==> config.mk <==
export PLATFORM = sky130hd
export DESIGN_NAME = dso_key_ctrl
export DESIGN_NICKNAME = d
export VERILOG_FILES = /design/src/rtl/dso_key_ctrl_pkg.sv /design/src/rtl/dso_key_ctrl_key_debounce.sv /design/src/rtl/dso_key_ctrl.sv
export SDC_FILE = /design/constraint.sdc
export NUM_CORES = 1
export LEC_CHECK = 0
export CAP_MARGIN = 5
export CORE_UTILIZATION = 30
export CTS_BUF_LIST = sky130_fd_sc_hd__clkbuf_16
export DETAILED_ROUTE_END_ITERATION = 10
export GPL_ROUTABILITY_DRIVEN = 0
export GPL_TIMING_DRIVEN = 1
export PLACE_DENSITY = 0.53
export SLEW_MARGIN = 30
export SYNTH_ARGS = -nofsm -noshare
export SYNTH_HDL_FRONTEND = slang
export SYNTH_SLANG_ARGS = --single-unit
==> constraint.sdc <==
create_clock -name sys_clk -period 3.2 [get_ports sys_clk]
set_input_delay 0.64 -clock sys_clk [delete_from_list [all_inputs] [get_ports sys_clk]]
set_output_delay 0.64 -clock sys_clk [all_outputs]
set_load 0.05 [all_outputs]
==> src/rtl/dso_key_ctrl_pkg.sv <==
// Shared definitions for the DSO front-panel key controller: parameter-select
// encodings, power-up defaults for the acquisition settings and the saturating
// step helpers used by the setting registers.
package dso_key_ctrl_pkg;

   // Active parameter selected by the mode key; encoding 3 is never produced.
   typedef enum logic [1:0] {
      MODE_LEVEL = 2'd0,
      MODE_DECI  = 2'd1,
      MODE_EDGE  = 2'd2
   } mode_e;

   // Key slots, in the order the raw pins are packed inside the controller.
   localparam int KEY_RUN  = 0;
   localparam int KEY_MODE = 1;
   localparam int KEY_UP   = 2;
   localparam int KEY_DOWN = 3;
   localparam int NUM_KEYS = 4;

   // Power-up settings: running, mid-scale trigger, no decimation, rising edge.
   localparam logic       RUN_RST        = 1'b1;
   localparam logic [7:0] TRIG_LEVEL_RST = 8'd127;
   localparam logic [9:0] DECI_RST       = 10'd1;
   localparam logic       TRIG_EDGE_RST  = 1'b1;

   // Trigger level +/- step, computed with a ninth bit so overflow and
   // underflow are visible before clamping to 255 / 0.
   function automatic logic [7:0] level_step(input logic [7:0] level,
                                             input logic       up,
                                             input logic [7:0] step);
      logic [8:0] wide;
      if (up) begin
         wide       = {1'b0, level} + {1'b0, step};
         level_step = wide[8] ? 8'hFF : wide[7:0];
      end else begin
         wide       = {1'b0, level} - {1'b0, step};
         level_step = wide[8] ? 8'h00 : wide[7:0];
      end
   endfunction

   // Decimation rate +/- 1, held inside 1..max.
   function automatic logic [9:0] deci_step(input logic [9:0] rate,
                                            input logic       up,
                                            input logic [9:0] max);
      if (up) deci_step = (rate >= max)   ? max   : rate + 10'd1;
      else    deci_step = (rate <= 10'd1) ? 10'd1 : rate - 10'd1;
   endfunction

   // LEVEL -> DECI -> EDGE -> LEVEL; the unused encoding falls back to LEVEL.
   function automatic mode_e next_mode(input mode_e mode);
      case (mode)
         MODE_LEVEL: next_mode = MODE_DECI;
         MODE_DECI:  next_mode = MODE_EDGE;
         default:    next_mode = MODE_LEVEL;
      endcase
   endfunction

endpackage

==> src/rtl/dso_key_ctrl_key_debounce.sv <==
// One front-panel key: 2-FF synchroniser, polarity normalised to pressed=1,
// then a ms-tick debouncer that reports the stable level (hold) and a
// one-cycle pulse on each stable press.
module key_debounce #(
   parameter logic KEY_ACT_LOW = 1'b1,
   parameter int   DEB_MS      = 20
) (
   input  logic sys_clk,
   input  logic sys_rst_n,
   input  logic ms_tick,
   input  logic key_pin,
   output logic press,
   output logic hold
);

   localparam int   CNT_W    = $clog2(DEB_MS + 1);
   localparam logic PIN_IDLE = KEY_ACT_LOW;

   logic [1:0]       sync;
   logic             key_lvl;
   logic             stable;
   logic [CNT_W-1:0] deb_cnt;

   // Bring the asynchronous pin into the sys_clk domain; resets to "released".
   // NOTE: registers are updated with <= so every flop samples the pre-edge
   // value of its neighbours, which is what makes the 2-FF chain two stages.
   always_ff @(posedge sys_clk or negedge sys_rst_n) begin
      if (!sys_rst_n) sync <= {2{PIN_IDLE}};
      else            sync <= {sync[0], key_pin};
   end

   assign key_lvl = sync[1] ^ KEY_ACT_LOW;

   // Accept a new level only after it has differed from the stable one for
   // DEB_MS consecutive ticks; any agreeing sample restarts the count.
   always_ff @(posedge sys_clk or negedge sys_rst_n) begin
      if (!sys_rst_n) begin
         stable  <= 1'b0;
         deb_cnt <= '0;
         press   <= 1'b0;
      end else begin
         press <= 1'b0;
         if (key_lvl == stable) begin
            deb_cnt <= '0;
         end else if (ms_tick) begin
            if (deb_cnt == CNT_W'(DEB_MS - 1)) begin
               stable  <= key_lvl;
               deb_cnt <= '0;
               press   <= key_lvl;
            end else begin
               deb_cnt <= deb_cnt + 1'b1;
            end
         end
      end
   end

   assign hold = stable;

endmodule

==> src/rtl/dso_key_ctrl.sv <==
// DSO front-panel control: debounces run/mode/up/down keys, auto-repeats
// up/down while held, and keeps the acquisition settings (run, trigger level,
// decimation rate, trigger edge) plus the parameter-select state.
module dso_key_ctrl
   import dso_key_ctrl_pkg::*;
#(
   parameter int   CLK_FS       = 50_000_000,
   parameter logic KEY_ACT_LOW  = 1'b1,
   parameter int   DEB_MS       = 20,
   parameter int   RPT_START_MS = 500,
   parameter int   RPT_MS       = 100,
   parameter int   TRIG_STEP    = 4,
   parameter int   DECI_MAX     = 1000
) (
   input  logic       sys_clk,
   input  logic       sys_rst_n,
   input  logic       key_run,
   input  logic       key_mode,
   input  logic       key_up,
   input  logic       key_down,
   output logic       wave_run,
   output logic [7:0] trig_level,
   output logic [9:0] deci_rate,
   output logic       trig_edge,
   output logic [1:0] sel_mode,
   output logic       param_chg
);

   localparam int TICK_DIV = CLK_FS / 1000;
   localparam int TICK_W   = $clog2(TICK_DIV);
   localparam int RPT_W    = $clog2(RPT_START_MS + 1);

   logic [TICK_W-1:0]   tick_cnt;
   logic                ms_tick;
   logic [NUM_KEYS-1:0] key_pins;
   logic [NUM_KEYS-1:0] press_v;
   logic [NUM_KEYS-1:0] hold_v;
   logic [RPT_W-1:0]    rpt_cnt [2];
   logic [1:0]          rpt;
   logic                step_up;
   logic                step_dn;
   logic                unused_hold;
   mode_e               mode_q;

   logic       nxt_run;
   logic [7:0] nxt_level;
   logic [9:0] nxt_deci;
   logic       nxt_edge;

   // Free-running millisecond tick shared by all debouncers and the repeaters.
   always_ff @(posedge sys_clk or negedge sys_rst_n) begin
      if (!sys_rst_n) begin
         tick_cnt <= '0;
         ms_tick  <= 1'b0;
      end else if (tick_cnt == TICK_W'(TICK_DIV - 1)) begin
         tick_cnt <= '0;
         ms_tick  <= 1'b1;
      end else begin
         tick_cnt <= tick_cnt + 1'b1;
         ms_tick  <= 1'b0;
      end
   end

   assign key_pins = {key_down, key_up, key_mode, key_run};

   for (genvar k = 0; k < NUM_KEYS; k++) begin : g_key
      key_debounce #(
         .KEY_ACT_LOW (KEY_ACT_LOW),
         .DEB_MS      (DEB_MS)
      ) u_deb (
         .sys_clk   (sys_clk),
         .sys_rst_n (sys_rst_n),
         .ms_tick   (ms_tick),
         .key_pin   (key_pins[k]),
         .press     (press_v[k]),
         .hold      (hold_v[k])
      );
   end

   // Run and mode act on presses only; their held level has no consumer.
   assign unused_hold = ^hold_v[KEY_MODE:KEY_RUN];

   // Auto-repeat for up (slot 0) and down (slot 1): first pulse RPT_START_MS
   // ticks into the hold, then every RPT_MS by rewinding the counter.
   always_ff @(posedge sys_clk or negedge sys_rst_n) begin
      if (!sys_rst_n) begin
         rpt <= '0;
         for (int i = 0; i < 2; i++) rpt_cnt[i] <= '0;
      end else begin
         rpt <= '0;
         for (int i = 0; i < 2; i++) begin
            if (!hold_v[KEY_UP + i]) begin
               rpt_cnt[i] <= '0;
            end else if (ms_tick) begin
               if (rpt_cnt[i] == RPT_W'(RPT_START_MS - 1)) begin
                  rpt[i]     <= 1'b1;
                  rpt_cnt[i] <= RPT_W'(RPT_START_MS - RPT_MS);
               end else begin
                  rpt_cnt[i] <= rpt_cnt[i] + 1'b1;
               end
            end
         end
      end
   end

   assign step_up = press_v[KEY_UP]   | rpt[0];
   assign step_dn = press_v[KEY_DOWN] | rpt[1];

   // Parameter-select FSM; a stray encoding returns to LEVEL on the next edge.
   always_ff @(posedge sys_clk or negedge sys_rst_n) begin
      if (!sys_rst_n) begin
         mode_q <= MODE_LEVEL;
      end else begin
         case (mode_q)
            MODE_LEVEL, MODE_DECI, MODE_EDGE:
               if (press_v[KEY_MODE]) mode_q <= next_mode(mode_q);
            default:
               mode_q <= MODE_LEVEL;
         endcase
      end
   end

   assign sel_mode = mode_q;

   // Next settings: steps act on the mode in force before any same-cycle mode
   // press, and opposing steps cancel.
   // NOTE: every output of this block gets a default first so no path leaves
   // it unassigned and no latch is inferred.
   always_comb begin
      nxt_run   = wave_run;
      nxt_level = trig_level;
      nxt_deci  = deci_rate;
      nxt_edge  = trig_edge;
      if (press_v[KEY_RUN]) nxt_run = ~wave_run;
      if (step_up ^ step_dn) begin
         case (mode_q)
            MODE_LEVEL: nxt_level = level_step(trig_level, step_up, 8'(TRIG_STEP));
            MODE_DECI:  nxt_deci  = deci_step(deci_rate, step_up, 10'(DECI_MAX));
            MODE_EDGE:  nxt_edge  = ~trig_edge;
            default:    ;
         endcase
      end
   end

   // Setting registers; param_chg flags only steps that really moved a value.
   always_ff @(posedge sys_clk or negedge sys_rst_n) begin
      if (!sys_rst_n) begin
         wave_run   <= RUN_RST;
         trig_level <= TRIG_LEVEL_RST;
         deci_rate  <= DECI_RST;
         trig_edge  <= TRIG_EDGE_RST;
         param_chg  <= 1'b0;
      end else begin
         wave_run   <= nxt_run;
         trig_level <= nxt_level;
         deci_rate  <= nxt_deci;
         trig_edge  <= nxt_edge;
         param_chg  <= (nxt_run != wave_run) || (nxt_level != trig_level) ||
                       (nxt_deci != deci_rate) || (nxt_edge != trig_edge);
      end
   end

endmodule

==> After elaboration in Yosys (flattened, before gate mapping) <==
Cells that the tools add are included.
Widths: inputs -> output; s select.
{ "classes": {"reduce_logical": 13, "mux": 54, "eq_ne": 20, "n_bitwise": 13, "n_lt_le_gt_ge": 2, "addsub": 11} }
{ "op_table": {"columns": ["cell", "count"], "rows": [
  ["$mux 5", 12],
  ["$mux 9", 6],
  ["$mux 10", 5],
  ["$mux 8", 5],
  ["$mux 1", 22],
  ["$add 5x1->5 const B", 4],
  ["$eq 5x5->1 const B", 4],
  ["$add 9x1->9 const B", 2],
  ["$eq 9x9->1 const B", 2],
  ["$add 16x1->16 const B", 1],
  ["$eq 16x16->1 const B", 1],
  ["$mux 16", 1],
  ["$reduce_and 3->1", 4],
  ["$add 10x1->10 const B", 1],
  ["$ge 10x10->1 const B", 1],
  ["$le 10x1->1 const B", 1],
  ["$ne 10x10->1", 1],
  ["$not 1->1", 10],
  ["$sub 10x1->10 const B", 1],
  ["$add 8x3->9 const B", 1],
  ["$sub 8x3->9 const B", 1],
  ["$ne 8x8->1", 1],
  ["$reduce_bool 2->1", 4],
  ["$eq 1x1->1", 4],
  ["12 further kinds", 18]
]} }
{ "totals": {"in_bits": 6, "out_inout_bits": 23, "elab_cells": 140, "register_bits": 96} }

==> Depth between registers and ports, before layout <==
Gate-level depths: netlist (run 1).
{ "logic_depth": {"depth_word": 9, "ltp_mapped": 9, "depth_no_buf": 8} }

==> Modules after synthesis <==
Synthesis (run 1) repeated with hierarchy kept, for this count alone.
{ "unflattened": {"hier_cells": 556, "hier_area_um2": 5353.9} }
{ "by_module_without_submodules": {"columns": ["module", "seq_area_each_um2", "area_per_inst_um2", "instances", "cells_each"], "rows": [
  ["dso_key_ctrl", 1514.0, 3752.3, 1, 420],
  ["key_debounce", 227.7, 400.4, 4, 34]
]} }

==> Worst setup path before layout (run 1) <==
Ideal clock, no wire load.
{ "synth_timing": {"kind": "register to register", "startpoint": "reg deci_rate[1]", "endpoint": "reg param_chg", "setup_slack_ns": 0.512, "setup_ns": 0.138, "arrival_ns": 2.550, "synth_period_minus_slack_ns": 2.688, "path_stages_with_launch": 10, "required_time_ns": 3.062, "path_buffers": 1, "cell_sequence": "dfrtp_1 > clkbuf_1 > inv_1 > ha_1 > o21ba_2 > nand4_1 > nand3_2 > or3_1 > a2111oi_2 > o211ai_2"} }
{ "synth_via": {"elab_chain_len": 8, "elab_cells_between_ends": 12, "cone_classes": "add/sub (2); order compare (2); eq/ne (1); mux (5); reduce/logical (2)"} }
{ "synth_lines": {"columns": ["element", "line_no", "text"], "rows": [
  ["start, declared", "dso_key_ctrl.sv:23", "output logic [9:0] deci_rate,"],
  ["start signal, assigned", "dso_key_ctrl.sv:156", "deci_rate <= nxt_deci;"],
  ["$sub 10x1->10 (tied with other cells)", "dso_key_ctrl_pkg.sv:46", "else deci_step = (rate <= 10'd1) ? 10'd1 : rate - 10'd1;"],
  ["$mux 10, on equally long branches", "dso_key_ctrl_pkg.sv:46, dso_key_ctrl_pkg.sv:45", null],
  ["$mux 10", "dso_key_ctrl_pkg.sv:45", "if (up) deci_step = (rate >= max) ? max : rate + 10'd1;"],
  ["$mux 10", "dso_key_ctrl.sv:136", "case (mode_q)"],
  ["$mux 10", "dso_key_ctrl.sv:135", "if (step_up ^ step_dn) begin"],
  ["$ne 10x10->1 (*)", "dso_key_ctrl.sv:159", "(nxt_deci != deci_rate) || (nxt_edge != trig_edge);"],
  ["$logic_or 1x1->1 (*)", "dso_key_ctrl.sv:158", "param_chg <= (nxt_run != wave_run) || (nxt_level != trig_level) ||"],
  ["$logic_or 1x1->1 (*)", "dso_key_ctrl.sv:159", null],
  ["end signal, assigned", "dso_key_ctrl.sv:158", null],
  ["end, declared", "dso_key_ctrl.sv:26", "output logic param_chg"]
]} }
Every way passes the cells marked *; elsewhere a longest branch is shown, timed or not.
A chain may end at the register's enable or synchronous reset.

==> Final worst setup path (run 1) <==
{ "layout_timing": {"startpoint": "reg deci_rate[0]", "endpoint": "reg param_chg"} }
Same word-level chain as after synthesis.

==> out/metrics.cfg, run 1 <==
[status]
status=complete, no violations

[clock_network]
post_cts_resized=0
numCtsBuffers=9
clock-sinks=96
path_clk_slew_ns=0.07
clk-insertion-delay-late_ns=0.35
cts_tree=done
htreeDepth=3
clock-root-buffer=clkbuf_16
clock_path_buffers=2
post_cts_buffers=0
hold_buffers=0

[critical_path]
crit_family=compound AO/OA/AOI/OAI gates
crit_chain=inv_1, ha_1, o21ba_2, nand4_1, nand3_2, or3_1, a2111oi_2, o211ai_2
worstPathArrival_ns=2.79
cp_max_fo=9
crit_type=register to register
cp-end-kind=register
required_ns=3.42
slowest_stage=dfstp_2
cp_num_buf_inv=1
cp-start-kind=register
cp_slowest_stage_delay_ns=0.60

[sta]
worst_pin_slew_ns=0.764
tns_ns=0
min_period_ns=2.57
maxSlewHeadroom_pct=48.7
final-setup-viol-count=0
fin_crit_sh_pct=80.4
hold_viol=0
skew_ns=0.00747
rsz0062_at_grt=false
max_freq_mhz=389
slew_viol_final=0

[floorplan]
rows=47
die_w_microns=133
initial_core_util_pct=30.9
die_h_microns=133
top_level_ports=29
dieArea_sq_um=17700
core-area_sq_um=16600

[yosys]
ys.flop_type=dfrtp_1
syn_nets=566
syn-mean-instance-area_sq_um=9.39
syn_inst=548
synth_edf_count=0
ys_ff_latch=96
synth.distinct_cells=70
synth-async-reset-ratio_pct=100
synth_area_sq_um=5150
ys_seq_area_share_pct=47.1
yosys_warnings=0

[worst_hold_path]
hp-class=input port to async pin

[layout]
final_design_area_no_fill_sq_um=5950
area_growth_pct=15.6
fillers=1660
mostFrequentLayoutCells=dfrtp_1, nor2_1, nand2_1
drive_gt1_share_pct=11.5
diodes=0
nets=589
final_common_cell=dfrtp_1

[drt]
drc=0
drt.antenna.violating_nets=0
drt_iter0_drc=256
viasPerCell=5.06
dr.pass1.iters=5
wirelength_microns=10700
wl_per_cell_microns=13.5
vias=4025

[global_routing]
gr-usage-met1_pct=17.0
grt_util_all_layers_pct=13.0
met2_usage_pct=20.2
antenna_found_initial=0
overflow=0
grt_pass1_wl_microns=18300
grtUsageMet3_pct=2.07
grt_start_max_net_pins=56
top_usage_layer=met2
grt_pass1_vias=3849

[placement]
dp_hpwl_microns=7380
io_buffer_count=28
post_dp_cell_area_sq_um=5620

[power_and_ir_drop]
p_leak_nw=2.50
vdd_drop_max_mv=0.211
p_per_area_nw_per_um2=418

[flow_run]
maxCapViolations=0

## state kept, by name, summed over array words and instances, names as in the netlist
signal / flops
rpt_cnt: 18
ms_tick: 1
rpt: 2
wave_run: 1
g_key.u_deb.press: 4
g_key.u_deb.hold: 4
tick_cnt: 16
trig_level: 8
deci_rate: 10
param_chg: 1
trig_edge: 1
g_key.u_deb.sync: 8
g_key.u_deb.deb_cnt: 20
sel_mode: 2
## worst paths after layout
kind / cells past startpoint / start / end / slack (ns)
setup / recovery: 8 / deci_rate[0] / param_chg / 0.63
hold / removal: 1 / sys_rst_n / deci_rate[4] / 0.27
setup reg to reg: 8 / deci_rate[0] / param_chg / 0.63
hold reg to reg: 0 / g_key[0].u_deb.sync[0] / g_key[0].u_deb.sync[1] / 0.35
max in group asynchronous: 2 / sys_rst_n / g_key[3].u_deb.sync[1] / 2.15
min in group sys_clk: 0 / g_key[0].u_deb.sync[0] / g_key[0].u_deb.sync[1] / 0.35
## through the flow
step / worst slack, ns / cells / utilization [%] / total power, mW / hold slack (ns)
5_1_grt: 0.427 / 796 / 35.8 / 2.58 / 0.323
6_report: 0.628 / 796 / 35.8 / 2.49 / 0.273
3_3_place_gp: 0.692 / 780 / 33.7 / 1.29 / 0.345
4_1_cts: 0.626 / 796 / 35.8 / 2.53 / 0.299
3_5_place_dp: 0.639 / 780 / 33.7 / 1.29 / 0.347
2_1_floorplan: 0.512 / 548 / - / 1.25 / 0.344
## layer usage
| layer | wire, microns | vias up |
|---|---|---|
| li1 | - | 1998 |
| met1 | 5190 | 1933 |
| met2 | 4990 | 77 |
| met3 | 304 | 17 |
| met4 | 268 | 0 |
| met5 | 0 | - |
## kinds of logic (layout without fill, tap and decap cells)
group                    count (synthesis)  after routing  share of synthesized area, %
XOR/XNOR                                39             39                          6.78
buffers and inverters                   32             60                          3.43
adder cells (fa/ha/maj)                 12             12                          2.92
AND/OR/NAND/NOR                        249            249                          24.6
multiplexers                            10             10                          2.04
AO/OA/AOI/OAI                          110            110                          13.1
flip-flops                              96             96                          47.1
## synthesized netlist by cell type (3+ instances only)
cell | instances | area (sq um)
o21ai_0 | 34 | 170
dfrtp_1 | 78 | 1950
clkbuf_1 | 13 | 48.8
or2_2 | 4 | 25.0
a31oi_1 | 7 | 43.8
xnor2_1 | 13 | 114
a22o_1 | 3 | 26.3
xor2_1 | 25 | 219
nor4_1 | 3 | 18.8
a21oi_1 | 38 | 190
or3_1 | 6 | 37.5
nor2b_1 | 11 | 68.8
and2_1 | 5 | 31.3
nor3_1 | 29 | 145
nand4_1 | 17 | 106
mux2_2 | 4 | 45.0
nand2_1 | 57 | 214
ha_1 | 12 | 150
clkbuf_8 | 4 | 55.1
dfstp_2 | 18 | 473
or4_1 | 3 | 22.5
nand3_1 | 23 | 115
nor2_1 | 64 | 240
inv_1 | 11 | 41.3
mux2i_1 | 6 | 60.1
nand3b_1 | 4 | 30.0
## area by class of cell
type	count	area, sq um	share of cell area, %
clock buffers	9	225	3.78
clock inverters	7	111	1.87
inverters	11	41.3	0.694
multi-input cells	420	2550	42.8
flip-flops and latches	96	2420	40.7
well taps	220	275	4.62
repair buffers	33	328	5.51
## report_power, final
part	internal, mW	switching [mW]
Clock	0.758	0.464
Sequential	1.22	0.00309
Combinational	0.00865	0.0284
Total	1.99	0.496
Note: power is estimated with default switching activity, not from simulation.
==> run 2: changes to the inputs <==
--- a/config.mk
+++ b/config.mk
@@ -11,7 +11,7 @@
 export DETAILED_ROUTE_END_ITERATION = 10
 export GPL_ROUTABILITY_DRIVEN = 0
 export GPL_TIMING_DRIVEN = 1
-export PLACE_DENSITY = 0.53
+export PLACE_DENSITY = 0.54
 export SLEW_MARGIN = 30
 export SYNTH_ARGS = -nofsm -noshare
 export SYNTH_HDL_FRONTEND = slang
==> constraint.sdc (replaced) <==
create_clock -name sys_clk -period 2.26 [get_ports sys_clk]
set_input_delay 0.452 -clock sys_clk [delete_from_list [all_inputs] [get_ports sys_clk]]
set_output_delay 0.452 -clock sys_clk [all_outputs]
set_load 0.05 [all_outputs]
==> run 2 against run 1 <==
  * Total power up 39%
  * Clock power up 36%
  * Die area stayed put
  * Largest cell class unchanged
  * Largest power group unchanged
==> out/metrics.cfg, run 2 (synthesis gave the netlist of run 1 again) <==
[status]
status=complete, no violations

[sta]
rsz0062_at_grt=true
final-setup-viol-count=0
min_period_ns=2.26
worst_pin_slew_ns=0.558
fin_crit_sh_pct=100
maxSlewHeadroom_pct=62.3
skew_ns=0.00776
slew_viol_final=0
max_freq_mhz=443
setup_slack_ns=0.000207
hold_viol=0

[global_routing]
grt_pass1_wl_microns=19800
overflow=0
grt_util_all_layers_pct=13.9
antenna_found_initial=0
grt_start_max_net_pins=49
grt_pass1_vias=4085

[placement]
io_buffer_count=28
dpl_worst_slack_ns=0.0210
dpl.cell_count=802
dp_hpwl_microns=8140
post_dp_cell_area_sq_um=5850

[layout]
drive_gt1_share_pct=17.0
fin_util_pct=37.1
diodes=0
largest_reg_flops=20
final_common_cell=dfrtp_1
top_regs=g_key.u_deb.deb_cnt (20), rpt_cnt (18), tick_cnt (16)
area_growth_pct=20.1
largest_register=g_key.u_deb.deb_cnt
mostFrequentLayoutCells=dfrtp_1, nor2_1, nand2_1
layout.cells.non_filler=819
nets=612
final_design_area_no_fill_sq_um=6180

[critical_path]
cp_max_fo=6
required_ns=2.47
r2r_end=param_chg
worstPathArrival_ns=2.47
r2r_start=deci_rate[0]
ff2ff_path_depth=8
worst-r2r-setup-slack_ns=0.0002
cp-end-kind=register
crit_type=register to register
cp-start-kind=register

[power_and_ir_drop]
p_leak_nw=2.70
p_per_area_nw_per_um2=558
vdd_drop_max_mv=0.429

[drt]
drc=0
wl_per_cell_microns=14.0
drt.antenna.violating_nets=0
vias=4100
dr.pass1.iters=4
wirelength_microns=11500
drt_iter0_drc=194
viasPerCell=5.01

[floorplan]
core-area_sq_um=16600
top_level_ports=29
dieArea_sq_um=17700
initial_core_util_pct=30.9
die_h_microns=133
die_w_microns=133
rows=47

[worst_hold_path]
hold_start=g_key[2].u_deb.sync[0]
min_to=g_key[2].u_deb.sync[1]
hp-class=register to register
whs_path_depth=0

[clock_network]
path_clk_slew_ns=0.07
cts_tree=done
numCtsBuffers=9
htreeDepth=3
clock-root-buffer=clkbuf_16
clk-insertion-delay-late_ns=0.34
clock_path_buffers=2
clock-sinks=96

[flow_run]
maxCapViolations=0

-- run 2: worst max-delay path by stage --
stage                  start   endpoint  cells after the start
2_1_floorplan  trig_level[3]  param_chg                      9
3_3_place_gp    deci_rate[0]  param_chg                      8
3_5_place_dp    deci_rate[0]  param_chg                      8
4_1_cts         deci_rate[0]  param_chg                      8
5_1_grt         deci_rate[0]  param_chg                      8
6_report        deci_rate[0]  param_chg                      8
-- run 2: power breakdown --
group          internal, mW  switching [mW]  total [mW]  leakage, nW
clock network         0.971           0.689        1.66        0.146
logic                0.0146          0.0402      0.0548         1.29
registers              1.73         0.00450        1.74         1.26
-- run 2: layer usage --
| metal | wire [microns] | up-vias | global-route usage, % |
|---|---|---|---|
| met4 | 128 | 0 | 6.83 |
| met3 | 286 | 6 | 2.30 |
| met2 | 5460 | 55 | 22.0 |
| li1 | - | 2038 | - |
| met1 | 5610 | 2001 | 18.3 |
| met5 | 0 | - | 0 |
-- run 2: metrics by stage --
stage | TNS (ns) | hold WS, ns | power (mW)
final | 0 | 0.357 | 3.45
after global routing | -0.0796 | 0.363 | 3.58
after CTS | -0.00548 | 0.358 | 3.50
after detailed placement | 0 | 0.348 | 1.83
after global placement | 0 | 0.346 | 1.82
after floorplan | -0.0598 | 0.156 | 1.77
-- run 2: area by class of cell --
class / count / area (sq um)
Clock buffer: 9 / 225
Clock inverter: 7 / 95.1
Fill cell: 1654 / 10500
Inverter: 11 / 46.3
Multi-Input combinational cell: 420 / 2600
Sequential cell: 96 / 2430
Tap cell: 220 / 275
Timing Repair Buffer: 56 / 508
-- run 2: worst max-delay path, stage by stage, from the launching register on --
cell and delay [ns]:
dfstp_4 0.66, inv_4 0.05, ha_4 0.15, o21ba_4 0.22, nand4_1 0.12, nand3_2 0.12
or3_4 0.37, a2111oi_4 0.33, o211ai_2 0.10
-- run 2: timing repair --
action / CTS / global route
endpoints found under the setup margin: 5 / 4
endpoints found under the hold margin: 16 / 0
resized for setup: 4 / 3
buffers inserted: 0 / 0
hold buffers: 1 / 0
